### src/rtl/tmds_pkg.sv
// Shared TMDS constants and helpers for the DVI output path.
// Holds the control tokens, the reset token and the bit counter.
package tmds_pkg;

    localparam logic [9:0] TOK_00  = 10'b1101010100;
    localparam logic [9:0] TOK_01  = 10'b0010101011;
    localparam logic [9:0] TOK_10  = 10'b0101010100;
    localparam logic [9:0] TOK_11  = 10'b1010101011;
    localparam logic [9:0] TOK_RST = TOK_00;

    function automatic logic [3:0] popcount8(input logic [7:0] v);
        logic [3:0] n;
        n = 4'd0;
        for (int i = 0; i < 8; i++) begin
            n = n + {3'b000, v[i]};
        end
        return n;
    endfunction

    function automatic logic [9:0] ctrl_token(input logic c1, input logic c0);
        logic [9:0] t;
        unique case ({c1, c0})
            2'b00:   t = TOK_00;
            2'b01:   t = TOK_01;
            2'b10:   t = TOK_10;
            default: t = TOK_11;
        endcase
        return t;
    endfunction

endpackage

### src/rtl/tmds_channel.sv
// One TMDS channel: transition-minimising stage, then DC-balancing stage.
// Disparity arithmetic is modulo 32; the value never leaves [-10, +10].
module tmds_channel
    import tmds_pkg::*;
(
    input  logic       clk,
    input  logic       resetn,
    input  logic [7:0] dat,
    input  logic       c0,
    input  logic       c1,
    input  logic       active,
    output logic [9:0] tmds
);

    logic [3:0] n1d;
    logic       use_xnor;
    logic [8:0] qm_c;

    logic [8:0] qm;
    logic [3:0] n1q;
    logic       act_q;
    logic       c0_q;
    logic       c1_q;

    logic [4:0] cnt;
    logic [4:0] diff;
    logic       cnt_pos;
    logic       cnt_neg;

    always_comb begin
        logic [7:0] q;
        n1d      = popcount8(dat);
        use_xnor = (n1d > 4'd4) || (n1d == 4'd4 && !dat[0]);
        q        = 8'h00;
        q[0]     = dat[0];
        for (int i = 1; i < 8; i++) begin
            q[i] = use_xnor ? ~(q[i-1] ^ dat[i]) : (q[i-1] ^ dat[i]);
        end
        qm_c = {~use_xnor, q};
    end

    always_ff @(posedge clk or negedge resetn) begin
        if (!resetn) begin
            qm    <= 9'h000;
            n1q   <= 4'd0;
            act_q <= 1'b0;
            c0_q  <= 1'b0;
            c1_q  <= 1'b0;
        end else begin
            qm    <= qm_c;
            n1q   <= popcount8(qm_c[7:0]);
            act_q <= active;
            c0_q  <= c0;
            c1_q  <= c1;
        end
    end

    // diff = n1q - n0q = 2*n1q - 8
    assign diff    = {n1q, 1'b0} - 5'd8;
    assign cnt_neg = cnt[4];
    assign cnt_pos = !cnt[4] && (cnt != 5'd0);

    always_ff @(posedge clk or negedge resetn) begin
        if (!resetn) begin
            tmds <= TOK_RST;
            cnt  <= 5'd0;
        end else if (!act_q) begin
            tmds <= ctrl_token(c1_q, c0_q);
            cnt  <= 5'd0;
        end else if (cnt == 5'd0 || n1q == 4'd4) begin
            tmds <= {~qm[8], qm[8], qm[8] ? qm[7:0] : ~qm[7:0]};
            cnt  <= qm[8] ? cnt + diff : cnt - diff;
        end else if ((cnt_pos && n1q > 4'd4) || (cnt_neg && n1q < 4'd4)) begin
            tmds <= {1'b1, qm[8], ~qm[7:0]};
            cnt  <= cnt + {3'b000, qm[8], 1'b0} - diff;
        end else begin
            tmds <= {1'b0, qm[8], qm[7:0]};
            cnt  <= cnt - {3'b000, ~qm[8], 1'b0} + diff;
        end
    end

endmodule

### src/rtl/dvi_tmds_encoder.sv
// Grey-level pixel stream to three DVI TMDS channel words.
// Inputs are registered once, then fed to three independent channels.
module dvi_tmds_encoder
    import tmds_pkg::*;
#(
    parameter bit DEN_ACTIVE_LOW = 1'b1,
    parameter bit SYNC_INVERT    = 1'b0
) (
    input  logic       clk,
    input  logic       resetn,
    input  logic [7:0] dat,
    input  logic       hsync,
    input  logic       vsync,
    input  logic       den,
    output logic [9:0] tmds_r,
    output logic [9:0] tmds_g,
    output logic [9:0] tmds_b
);

    logic [7:0] dat_q;
    logic       act_q;
    logic       hs_q;
    logic       vs_q;

    always_ff @(posedge clk or negedge resetn) begin
        if (!resetn) begin
            dat_q <= 8'h00;
            act_q <= 1'b0;
            hs_q  <= 1'b0;
            vs_q  <= 1'b0;
        end else begin
            dat_q <= dat;
            act_q <= den ^ DEN_ACTIVE_LOW;
            hs_q  <= hsync ^ SYNC_INVERT;
            vs_q  <= vsync ^ SYNC_INVERT;
        end
    end

    tmds_channel u_red (
        .clk    (clk),
        .resetn (resetn),
        .dat    (dat_q),
        .c0     (1'b0),
        .c1     (1'b0),
        .active (act_q),
        .tmds   (tmds_r)
    );

    tmds_channel u_green (
        .clk    (clk),
        .resetn (resetn),
        .dat    (dat_q),
        .c0     (1'b0),
        .c1     (1'b0),
        .active (act_q),
        .tmds   (tmds_g)
    );

    tmds_channel u_blue (
        .clk    (clk),
        .resetn (resetn),
        .dat    (dat_q),
        .c0     (hs_q),
        .c1     (vs_q),
        .active (act_q),
        .tmds   (tmds_b)
    );

endmodule

### config.mk
export PLATFORM = sky130hd
export DESIGN_NAME = dvi_tmds_encoder
export DESIGN_NICKNAME = d
export VERILOG_FILES = /design/src/rtl/tmds_pkg.sv /design/src/rtl/tmds_channel.sv /design/src/rtl/dvi_tmds_encoder.sv
export SDC_FILE = /design/constraint.sdc
export NUM_CORES = 1
export LEC_CHECK = 0
export CAP_MARGIN = 40
export CORE_MARGIN = 3
export CORE_UTILIZATION = 35
export CTS_CLUSTER_SIZE = 24
export DETAILED_ROUTE_END_ITERATION = 8
export PLACE_DENSITY_LB_ADDON = 0.15
export SYNTH_ARGS = -nofsm -noshare
export SYNTH_HDL_FRONTEND = slang
export SYNTH_SLANG_ARGS = --single-unit
### constraint.sdc
create_clock -name clk -period 7.5 [get_ports clk]
set_input_delay 0.75 -clock clk [delete_from_list [all_inputs] [get_ports clk]]
set_output_delay 0.75 -clock clk [all_outputs]
set_load 0.01 [all_outputs]
==> summary.md, run 1 <==
| Metric | Value |
|---|---|
| Most used DFF post-synth | sky130_fd_sc_hd__dfrtp_1 |
| Vertical die dimension | 119.8 µm |
| Number of buffers created by CTS | 9 |
| Final TNS setup | 0 ps |
| Number of instances in the synthesized netlist | 419 |
| Achievable frequency | 0.1700 GHz |
| Wire length of the first global-routing pass | about 16000 µm |
| Library cell with the highest instance count after synthesis | sky130_fd_sc_hd__inv_1 |
| Data arrival at the endpoint of the critical path | 6110 ps |
| Most instantiated cells after synthesis | sky130_fd_sc_hd__inv_1 (60), sky130_fd_sc_hd__dfrtp_1 (54), sky130_fd_sc_hd__ha_1 (49) |
| Hold/Removal Path Class | reg -> reg |
| Antenna viol nets, final | 0 |
| Area of the multi-input gates | 2542 µm² |
| Number of flip-flops and latches in the synthesized netlist | 68 |
| Number of DRC violations after detailed routing | 0 |
| Sequential cell area in the final layout | 1719 µm² |
| Avg Vias per Cell | roughly 4.6 |
| Core utilization of the finished layout | between 40% and 50% |
| Detailed placement HPWL | 6892 µm |
| Final slew viol count | 0 |
| Final number of hold-violating endpoints | 0 |
| Clk sink count | 68 |
| Count of cell types in the netlist | 43 |
| Crit path kind | reg -> reg |
| Setup violations, final | 0 |
| Max-cap violations | 0 |
| FFs w/ async S/R, synth | 100.0% |
| CTS-repair resized insts | 0 |
| CTS Root Cell | sky130_fd_sc_hd__clkbuf_16 |
| Area leader, netlist | sky130_fd_sc_hd__dfrtp_1 |
| Type of destination of the critical path | flip-flop |
| Inserted Diodes | 0 |
| Std-Cell Rows | 40 |
| Initial antenna violation count | 0 |
| Register clock-pin slew on the reported worst setup and hold paths | 50 ps |
| Minimum clock period | between 5000 and 6000 ps |
| Element type at the critical path start | flip-flop |
| Fraction of final layout cells with drive strength greater than 1 | 8.917% |
| Count of synthesis-stage warnings from yosys | 0 |
| Number of vias after detailed routing | 2926 |
| Fraction of the yosys area taken by sequential cells | 37.96% |
| Area growth from synthesis to layout | 20.14% |
| Maximum number of pins on one net before global-route repair | 46 |
| Mean Syn Cell Area | 10.81 µm² |
| R2R setup slack | 1620 ps |
| Largest fanout on the critical path | 5 |
| Final non-filler cell area | roughly 5400 µm² |
| Filler cell count | 1186 |
| Worst EP required | 7720 ps |
| Combined area of all synthesized cells | approximately 4500 µm² |
| Die Width | 119.8 µm |
| First-pass iteration count of the detailed router | 4 |
| Number of top-level design ports | 43 |
| Relative max-transition margin | 53.24% |
| Share of the cycle needed by the critical path after routing | 78.45% |
| Number of setup buffers added after CTS | 0 |
| Mapped Nets | between 500 and 600 |
| Setup repair after global routing missed its margin | no |
| Number of flops mapped to enable cells by yosys | 0 |
| Proportion of netlist area held by the largest area contributor | 29.83% |
| Maximum number of buffers from clock root to sink | 2 |
| Initial DRC count | 118 |
| Count of buffers inserted at the top-level ports | 42 |
| Placer's final routability congestion estimate | roughly 0.8 |
| Starting utilization of the core area | 36.79% |
| Worst Skew | about 6.5 ps |
| Via count of the first global-routing pass | ~3200 |
| Worst-margin pin slew | 695.4 ps |
| Worst skew pair latency | 330 ps |
| Core region area | approximately 12000 µm² |
| Number of H-tree branching levels | 3 |
| Total global-route track usage | 13.89% |
| Hold buffer count at CTS | 0 |
| WL per Instance | 14.31 µm |
| Overall overflow remaining after global route | 0 |
| Total Wirelength | 9147 µm |
| Clock tree from TritonCTS | yes |
| Area enclosed by the die boundary | 14340 µm² |
| Placed standard-cell area | around 5200 µm² |
| Net count of the finished layout | 551 |
| Result of the run | finished, final reports clean |
| Dominant cells by area after synthesis | sky130_fd_sc_hd__dfrtp_1 (30%), sky130_fd_sc_hd__ha_1 (14%), sky130_fd_sc_hd__fa_1 (10%) |
per-stage QoR:
step,std cells,worst slack (ps),hold WS (ps)
after floorplan,419,1962,331.2
after global placement,622,1791,333.7
after detailed placement,623,1640,334.7
after CTS,639,1614,347.0
after global routing,639,1342,364.9
final,639,1617,345.7
placed cells by master (no fill, tap or decap), types with 3 or more instances in the layout:
| cell | count |
|---|---|
| sky130_fd_sc_hd__a211oi_1 | 4 |
| sky130_fd_sc_hd__a21o_1 | 14 |
| sky130_fd_sc_hd__clkdlybuf4s50_1 | 41 |
| sky130_fd_sc_hd__fa_1 | 23 |
| sky130_fd_sc_hd__o21ai_0 | 11 |
| sky130_fd_sc_hd__nand2_1 | 25 |
| sky130_fd_sc_hd__xnor2_1 | 36 |
| sky130_fd_sc_hd__mux2_2 | 3 |
| sky130_fd_sc_hd__nor3_1 | 7 |
| sky130_fd_sc_hd__nor2b_1 | 3 |
| sky130_fd_sc_hd__clkbuf_16 | 9 |
| sky130_fd_sc_hd__inv_1 | 60 |
| sky130_fd_sc_hd__or3_1 | 7 |
| sky130_fd_sc_hd__dfrtp_1 | 54 |
| sky130_fd_sc_hd__ha_1 | 49 |
| sky130_fd_sc_hd__o31ai_1 | 4 |
| sky130_fd_sc_hd__xor2_1 | 27 |
| sky130_fd_sc_hd__mux2i_1 | 6 |
| sky130_fd_sc_hd__nor2_1 | 17 |
| sky130_fd_sc_hd__o21ai_1 | 3 |
| sky130_fd_sc_hd__a21oi_1 | 19 |
| sky130_fd_sc_hd__dfstp_2 | 14 |
| sky130_fd_sc_hd__clkinv_2 | 3 |
area by class of cell:
type	instances	area share, %
Clock inverter	5	0.9887
Tap cell	168	3.863
Inverter	60	4.139
Clock buffer	11	4.277
Sequential cell	68	31.59
Timing Repair Buffer	45	8.416
Multi-Input combinational cell	282	46.72
cells by family after synthesis:
family          synth area share, %
fa+ha+maj                     23.70
buf+inv                       5.912
flops                         37.96
compound gates                9.586
simple gates                  6.878
xor+xnor                      13.40
mux                           2.569
path summary, 6_finish.rpt:
kind	start	to	cells after the start
max	dat_q[0]	u_green.n1q[1]	18
min	vs_q	u_blue.c1_q	0
max reg2reg	dat_q[0]	u_green.n1q[1]	18
min reg2reg	vs_q	u_blue.c1_q	0
max in group asynchronous	resetn	u_blue.tmds[6]	3
min in group asynchronous	resetn	dat_q[2]	2
metal layers:
layer	share of wire [%]	global-route usage, %	vias up
li1	-	-	1448
met1	49	19.08	1425
met2	45	21.29	40
met3	3.7	3.346	13
met4	1.7	5.225	0
met5	0	0	-
worst max-delay path: stages, from the launching register on:
cell                      delay (ps)
sky130_fd_sc_hd__dfrtp_1         410
sky130_fd_sc_hd__ha_1            360
sky130_fd_sc_hd__inv_1            70
sky130_fd_sc_hd__fa_1            460
sky130_fd_sc_hd__fa_1            500
sky130_fd_sc_hd__inv_1            60
sky130_fd_sc_hd__fa_1            400
sky130_fd_sc_hd__fa_1            430
sky130_fd_sc_hd__nor3b_1         260
sky130_fd_sc_hd__o21ai_0         140
sky130_fd_sc_hd__a21oi_2         310
sky130_fd_sc_hd__xnor2_1         190
sky130_fd_sc_hd__ha_1            260
sky130_fd_sc_hd__inv_1            70
sky130_fd_sc_hd__fa_1            420
sky130_fd_sc_hd__fa_1            460
sky130_fd_sc_hd__fa_1            430
sky130_fd_sc_hd__fa_1            500
sky130_fd_sc_hd__inv_1            40
sequential cells by signal (all words and copies together) (netlist names):
register and cells:
u_green.cnt 4, u_blue.c0_q 1, u_blue.tmds 10, vs_q 1, u_green.n1q 4, u_blue.cnt 4
u_blue.c1_q 1, u_red.tmds 10, act_q 1, u_red.cnt 4, hs_q 1, u_green.qm 9
u_red.act_q 1, dat_q 8, u_green.tmds 9
Power of run 1 is not shown: default switching activity piles up to over one toggle a cycle in this logic, so the estimate is an artifact.
==> run 2, diff against run 1 <==
clock period = 4.7 ns   (was 7.5 ns; I/O delays follow)
==> run 2 against run 1 <==
Net effect: core utilization is 0.58 points higher; wire length rose by 2.6%; the run now ends with negative setup slack left; clock skew shrank 0.67 ps; first-iteration DRC count rose by 30%; via count rose by 1.4%.
==> summary.md, run 2 (synthesis results as in run 1) <==
| Metric | Value |
|---|---|
| Result of the run | finished, violations left |
| Violated checks | negative setup slack |
| Layout Cells excl Fill | 647 (+1.3%) |
| Final TNS setup | -2016 ps (-2016 ps) |
| Worst-margin pin slew | 657.5 ps (-37.93 ps) |
| Most common library cell in the layout ignoring fill and taps | sky130_fd_sc_hd__inv_1 |
| Fraction of final layout cells with drive strength greater than 1 | 11.90% (+3.0 points) |
| Area enclosed by the die boundary | 14340 µm² (unchanged) |
| Element type at the critical path start | flip-flop |
| Registers with the most flip-flops | u_blue.tmds x10, u_red.tmds x10 |
| CTS Root Cell | sky130_fd_sc_hd__clkbuf_16 |
| Number of vias after detailed routing | 2968 (+1.4%) |
| Crit path kind | reg -> reg |
| Largest fanout on the critical path | 2 (-3) |
| Final slew viol count | 0 (unchanged) |
| Chain of cells forming the critical path | ha_4 -> inv_2 -> fa_1 -> fa_1 -> inv_2 -> fa_2 -> fa_1 -> nor3b_2 -> o21ai_1 -> a21oi_2 -> xnor2_1 -> ha_1 -> inv_2 -> fa_1 -> fa_1 -> fa_2 -> fa_1 -> xnor2_1 |
| Count of buffers inserted at the top-level ports | 42 (unchanged) |
| Core utilization of the finished layout | 44.78% (+0.58 points) |
| Total global-route track usage | 14.12% (+0.23 points) |
| Detailed placement HPWL | 6971 µm (+1.1%) |
| Data arrival at the endpoint of the critical path | 5590 ps (-520 ps) |
| Antenna viol nets, final | 0 (unchanged) |
| Clk sink count | 68 (unchanged) |
| Maximum number of buffers from clock root to sink | 2 (unchanged) |
| Area growth from synthesis to layout | 21.71% |
| Buf/Inv on CP | 3 (-1) |
| Number of DRC violations after detailed routing | 0 (unchanged) |
| Number of H-tree branching levels | 3 (unchanged) |
| Vertical die dimension | 119.8 µm (unchanged) |
| Setup violations, final | 4 (+4) |
| Core region area | 12310 µm² (unchanged) |
| Placed standard-cell area | 5202 µm² (+0.92%) |
| Starting utilization of the core area | 36.79% (unchanged) |
| Inserted Diodes | 0 (unchanged) |
| Commonest non-fill, non-tap cells in the layout | sky130_fd_sc_hd__inv_1 (57), sky130_fd_sc_hd__dfrtp_1 (54), sky130_fd_sc_hd__ha_1 (48) |
| Share of the cycle needed by the critical path after routing | 114.4% (+36 points) |
| Worst EP required | 4920 ps (-2800 ps) |
| Clock tree from TritonCTS | yes |
| Avg Vias per Cell | 4.587 (+0.18%) |
| WL per Instance | 14.50 µm (+1.3%) |
| Minimum clock period | 5375 ps (-508.4 ps) |
| Setup repair after global routing missed its margin | yes |
| Net count of the finished layout | 559 (+1.5%) |
| Hold buffer count at CTS | 0 (unchanged) |
| Final number of hold-violating endpoints | 0 (unchanged) |
| Placer's final routability congestion estimate | 0.8073 (+2.9%) |
| Cell count after placement | 629 (+0.96%) |
| Total Wirelength | 9381 µm (+2.6%) |
| Dominant delay contributor by cell family on the critical path | adder cells |
| Number of top-level design ports | 43 (unchanged) |
| Initial DRC count | 153 (+30%) |
| Via count of the first global-routing pass | 3161 (-0.28%) |
| Fin worst setup slack | -675.1 ps (-2292 ps) |
| Most Frequent Cell on Critical Path | sky130_fd_sc_hd__fa_1 |
| Longest individual stage delay on the worst path | 500 ps (about the same) |
| Final non-filler cell area | 5513 µm² (+1.3%) |
| Type of destination of the critical path | flip-flop |
| Overall overflow remaining after global route | 0 (unchanged) |
| Hold/Removal Path Class | in -> async |
| Relative max-transition margin | 55.79% (+2.6 points) |
| Register clock-pin slew on the reported worst setup and hold paths | 60 ps (about the same) |
| Max-cap violations | 0 (unchanged) |
| Number of buffers created by CTS | 9 (unchanged) |
| Maximum number of pins on one net before global-route repair | 46 (unchanged) |
| Wire length of the first global-routing pass | 15900 µm (+0.39%) |
| Initial antenna violation count | 0 (unchanged) |
| Die Width | 119.8 µm (unchanged) |
| First-pass iteration count of the detailed router | 4 (unchanged) |
| Std-Cell Rows | 40 (unchanged) |
| Master of the slowest instance on the critical path | sky130_fd_sc_hd__fa_1 |
| Worst Skew | 5.795 ps (-0.6666 ps) |
| Worst skew pair latency | 330 ps (about the same) |
| Achievable frequency | 0.1860 GHz (+9.5%) |
==> run 2: repair_timing <==
item | CTS | global route
gates cloned | 0 | 0
setup buffers | 2 | 0
resized for setup | 2 | 0
hold endpoints to repair | 0 | 0
pin swaps | 0 | 0
endpoints found under the setup margin | 4 | 4
==> run 2: metal layers <==
metal / track usage [%] / wire length [µm]
met3: 3.299 / 317
met4: 4.868 / 161
met5: 0 / 0
met1: 19.42 / 4526
met2: 21.93 / 4376
==> run 2: final cells by class <==
class	count	area, µm²
clock buffer	12	246.5
clock inverter	4	48.80
timing repair buffer	53	498.0
fill	1220	6799
multi-input combinational	282	2565
sequential	68	1719
inverter	60	225.2
tap	168	210.2
==> run 2: worst reg2reg max path, cell delays in order (launching register included) <==
cell,delay (ps)
sky130_fd_sc_hd__dfrtp_1,400
sky130_fd_sc_hd__ha_4,280
sky130_fd_sc_hd__inv_2,30
sky130_fd_sc_hd__fa_1,450
sky130_fd_sc_hd__fa_1,500
sky130_fd_sc_hd__inv_2,40
sky130_fd_sc_hd__fa_2,350
sky130_fd_sc_hd__fa_1,460
sky130_fd_sc_hd__nor3b_2,210
sky130_fd_sc_hd__o21ai_1,90
sky130_fd_sc_hd__a21oi_2,160
sky130_fd_sc_hd__xnor2_1,170
sky130_fd_sc_hd__ha_1,280
sky130_fd_sc_hd__inv_2,60
sky130_fd_sc_hd__fa_1,430
sky130_fd_sc_hd__fa_1,460
sky130_fd_sc_hd__fa_2,370
sky130_fd_sc_hd__fa_1,380
sky130_fd_sc_hd__xnor2_1,140
==> run 2: path summary, 6_finish.rpt <==
check | start | to | slack [ps] | depth (start not counted)
max | dat_q[0] | u_green.n1q[2] | -680 | 18
min | resetn | dat_q[2] | 120 | 1
max reg2reg | dat_q[0] | u_green.n1q[2] | -680 | 18
min reg2reg | act_q | u_red.act_q | 350 | 0
max in group asynchronous | resetn | u_red.tmds[9] | 3620 | 2
min in group clk | act_q | u_red.act_q | 350 | 0
==> run 2: stage by stage <==
stage               worst slack (ps)  hold WS (ps)
finish                        -675.1         118.5
global route                  -891.5         161.2
CTS                           -666.0         129.7
detailed placement            -701.1         336.3
global placement              -557.3         331.6
floorplan                     -628.3         174.4
Power of run 2 is left out for the same reason.
==> run 3, diff against run 2 <==
clock period = 4.52 ns   (was 4.7 ns; I/O delays follow)
==> run 3 against run 2 <==
Net effect: the flow still finishes with violations (negative setup slack); register-to-register slack got worse by 190 ps; wire length fell by 0.58%; sequential share of layout area fell by 0.47 points; die area did not move; flip-flop and latch count did not move.
==> summary.md, run 3 (synthesis results as in run 1) <==
| Metric | Value |
|---|---|
| Longest individual stage delay on the worst path | 500 ps (about the same) |
| Fraction of final layout cells with drive strength greater than 1 | 13.10% (+1.2 points) |
| Cell count after placement | 631 (+0.32%) |
| Fin worst setup slack | -869.7 ps (-194.6 ps) |
| Filler cell count | 1193 (-2.2%) |
| Worst-margin pin slew | 668.5 ps (+11.00 ps) |
| Registers with the most flip-flops | u_blue.tmds x10, u_red.tmds x10 |
| Antenna viol nets, final | 0 (unchanged) |
| Violated checks | negative setup slack |
| Share of the cycle needed by the critical path after routing | 119.2% (+4.9 points) |
| Buf/Inv on CP | 4 (+1) |
| Core region area | 12310 µm² (unchanged) |
| Element type at the critical path start | flip-flop |
| Worst EP required | 4750 ps (-170 ps) |
| Crit path kind | reg -> reg |
| Avg Vias per Cell | 4.633 (+1.0%) |
| Detailed placement HPWL | 7050 µm (+1.1%) |
| Number of DRC violations after detailed routing | 0 (unchanged) |
| Core utilization of the finished layout | 45.46% (+0.68 points) |
| Maximum number of pins on one net before global-route repair | 46 (unchanged) |
| Placement Setup Slack | -829.6 ps (-128.5 ps) |
| Most Frequent Cell on Critical Path | sky130_fd_sc_hd__fa_1 |
| Wire length of the first global-routing pass | 16170 µm (+1.7%) |
| Setup violations, final | 4 (unchanged) |
| Area of the multi-input gates | 2570 µm² (+0.19%) |
| Worst reg2reg path depth | 18 (unchanged) |
| Vertical die dimension | 119.8 µm (unchanged) |
| Number of buffers created by CTS | 9 (unchanged) |
| Most common library cell in the layout ignoring fill and taps | sky130_fd_sc_hd__inv_1 |
| CTS Root Cell | sky130_fd_sc_hd__clkbuf_16 |
| Type of destination of the critical path | flip-flop |
| Number of top-level design ports | 43 (unchanged) |
| Area enclosed by the die boundary | 14340 µm² (unchanged) |
| Initial antenna violation count | 0 (unchanged) |
| Chain of cells forming the critical path | ha_4 -> inv_2 -> fa_1 -> fa_1 -> inv_2 -> fa_2 -> fa_1 -> nor3b_2 -> o21ai_1 -> a21oi_2 -> xnor2_1 -> ha_1 -> inv_2 -> fa_1 -> fa_1 -> fa_2 -> fa_1 -> inv_1 |
| Placer's final routability congestion estimate | 0.8047 (-0.32%) |
| Die Width | 119.8 µm (unchanged) |
| WL per Instance | 14.37 µm (-0.88%) |
| First-pass iteration count of the detailed router | 4 (unchanged) |
| Final number of hold-violating endpoints | 0 (unchanged) |
| Total global-route track usage | 14.33% (+0.21 points) |
| Data arrival at the endpoint of the critical path | 5620 ps (+30 ps) |
| Clk sink count | 68 (unchanged) |
| Worst skew pair latency | 330 ps (about the same) |
| Area growth from synthesis to layout | 23.56% |
| Maximum number of buffers from clock root to sink | 2 (unchanged) |
| Number of vias after detailed routing | 3007 (+1.3%) |
| Hold buffer count at CTS | 0 (unchanged) |
| Final non-filler cell area | 5597 µm² (+1.5%) |
| Via count of the first global-routing pass | 3249 (+2.8%) |
| Number of H-tree branching levels | 3 (unchanged) |
| Setup repair after global routing missed its margin | yes |
| Final slew viol count | 0 (unchanged) |
| Achievable frequency | 0.1855 GHz (-0.27%) |
| Register clock-pin slew on the reported worst setup and hold paths | 60 ps (about the same) |
| Initial DRC count | 145 (-5.2%) |
| Sequential cell area in the final layout | 1719 µm² (unchanged) |
| Result of the run | finished, violations left |
| Hold/Removal Path Class | in -> async |
| Layout Cells excl Fill | 649 (+0.31%) |
| Largest fanout on the critical path | 2 (unchanged) |
| Std-Cell Rows | 40 (unchanged) |
| Starting utilization of the core area | 36.79% (unchanged) |
| Placed standard-cell area | 5218 µm² (+0.29%) |
| End of the worst register-to-register path | u_green.n1q[1] |
| Net count of the finished layout | 561 (+0.36%) |
| R2R setup slack | -870 ps (-190 ps) |
| Count of buffers inserted at the top-level ports | 42 (unchanged) |
| Minimum clock period | 5390 ps (+14.62 ps) |
| Overall overflow remaining after global route | 0 (unchanged) |
| Max-cap violations | 0 (unchanged) |
| Dominant delay contributor by cell family on the critical path | adder cells |
| Relative max-transition margin | 55.05% (-0.74 points) |
| Commonest non-fill, non-tap cells in the layout | sky130_fd_sc_hd__inv_1 (56), sky130_fd_sc_hd__dfrtp_1 (54), sky130_fd_sc_hd__ha_1 (48) |
| Reg-to-reg critical path startpoint | dat_q[0] |
| Worst Skew | 6.208 ps (+0.4134 ps) |
| Inserted Diodes | 0 (unchanged) |
| Clock tree from TritonCTS | yes |
| Master of the slowest instance on the critical path | sky130_fd_sc_hd__fa_1 |
| Total Wirelength | 9327 µm (-0.58%) |
-- run 3: final cells by class --
class,count,area share (%)
clock inverters,5,1.900
clock buffers,11,4.516
repair buffers,55,9.166
well taps,168,3.756
inverters,60,4.024
multi-input cells,282,45.92
flip-flops and latches,68,30.72
-- run 3: worst max path at each step --
stage / slack, ps / start / depth (start not counted) / end
5_1_grt: -1090 / dat_q[0] / 18 / u_green.n1q[2]
4_1_cts: -850 / dat_q[0] / 18 / u_green.n1q[1]
3_5_place_dp: -830 / dat_q[0] / 18 / u_green.n1q[1]
3_3_place_gp: -740 / dat_q[0] / 18 / u_green.n1q[2]
2_1_floorplan: -810 / dat_q[0] / 18 / u_green.n1q[2]
6_report: -870 / dat_q[0] / 18 / u_green.n1q[1]
-- run 3: repair_timing --
| action | CTS | global route |
|---|---|---|
| endpoints found under the hold margin | 0 | 0 |
| resized for setup | 2 | 2 |
| buffers inserted | 2 | 0 |
| endpoints found under the setup margin | 4 | 4 |
-- run 3: layer usage --
| layer | vias to the layer above | wire length, µm | global-route usage, % |
|---|---|---|---|
| met5 | - | 0 | 0 |
| li1 | 1466 | - | - |
| met4 | 0 | 109 | 4.009 |
| met2 | 45 | 4517 | 23.48 |
| met3 | 12 | 297 | 3.864 |
| met1 | 1484 | 4403 | 18.72 |
-- run 3: stage by stage --
step / hold WS, ps / TNS (ps)
global route: 143.3 / -3661
detailed placement: 335.8 / -2674
finish: 100.3 / -2843
global placement: 332.5 / -2282
floorplan: 156.4 / -2571
CTS: 118.8 / -2763
Power of run 3 is left out for the same reason.
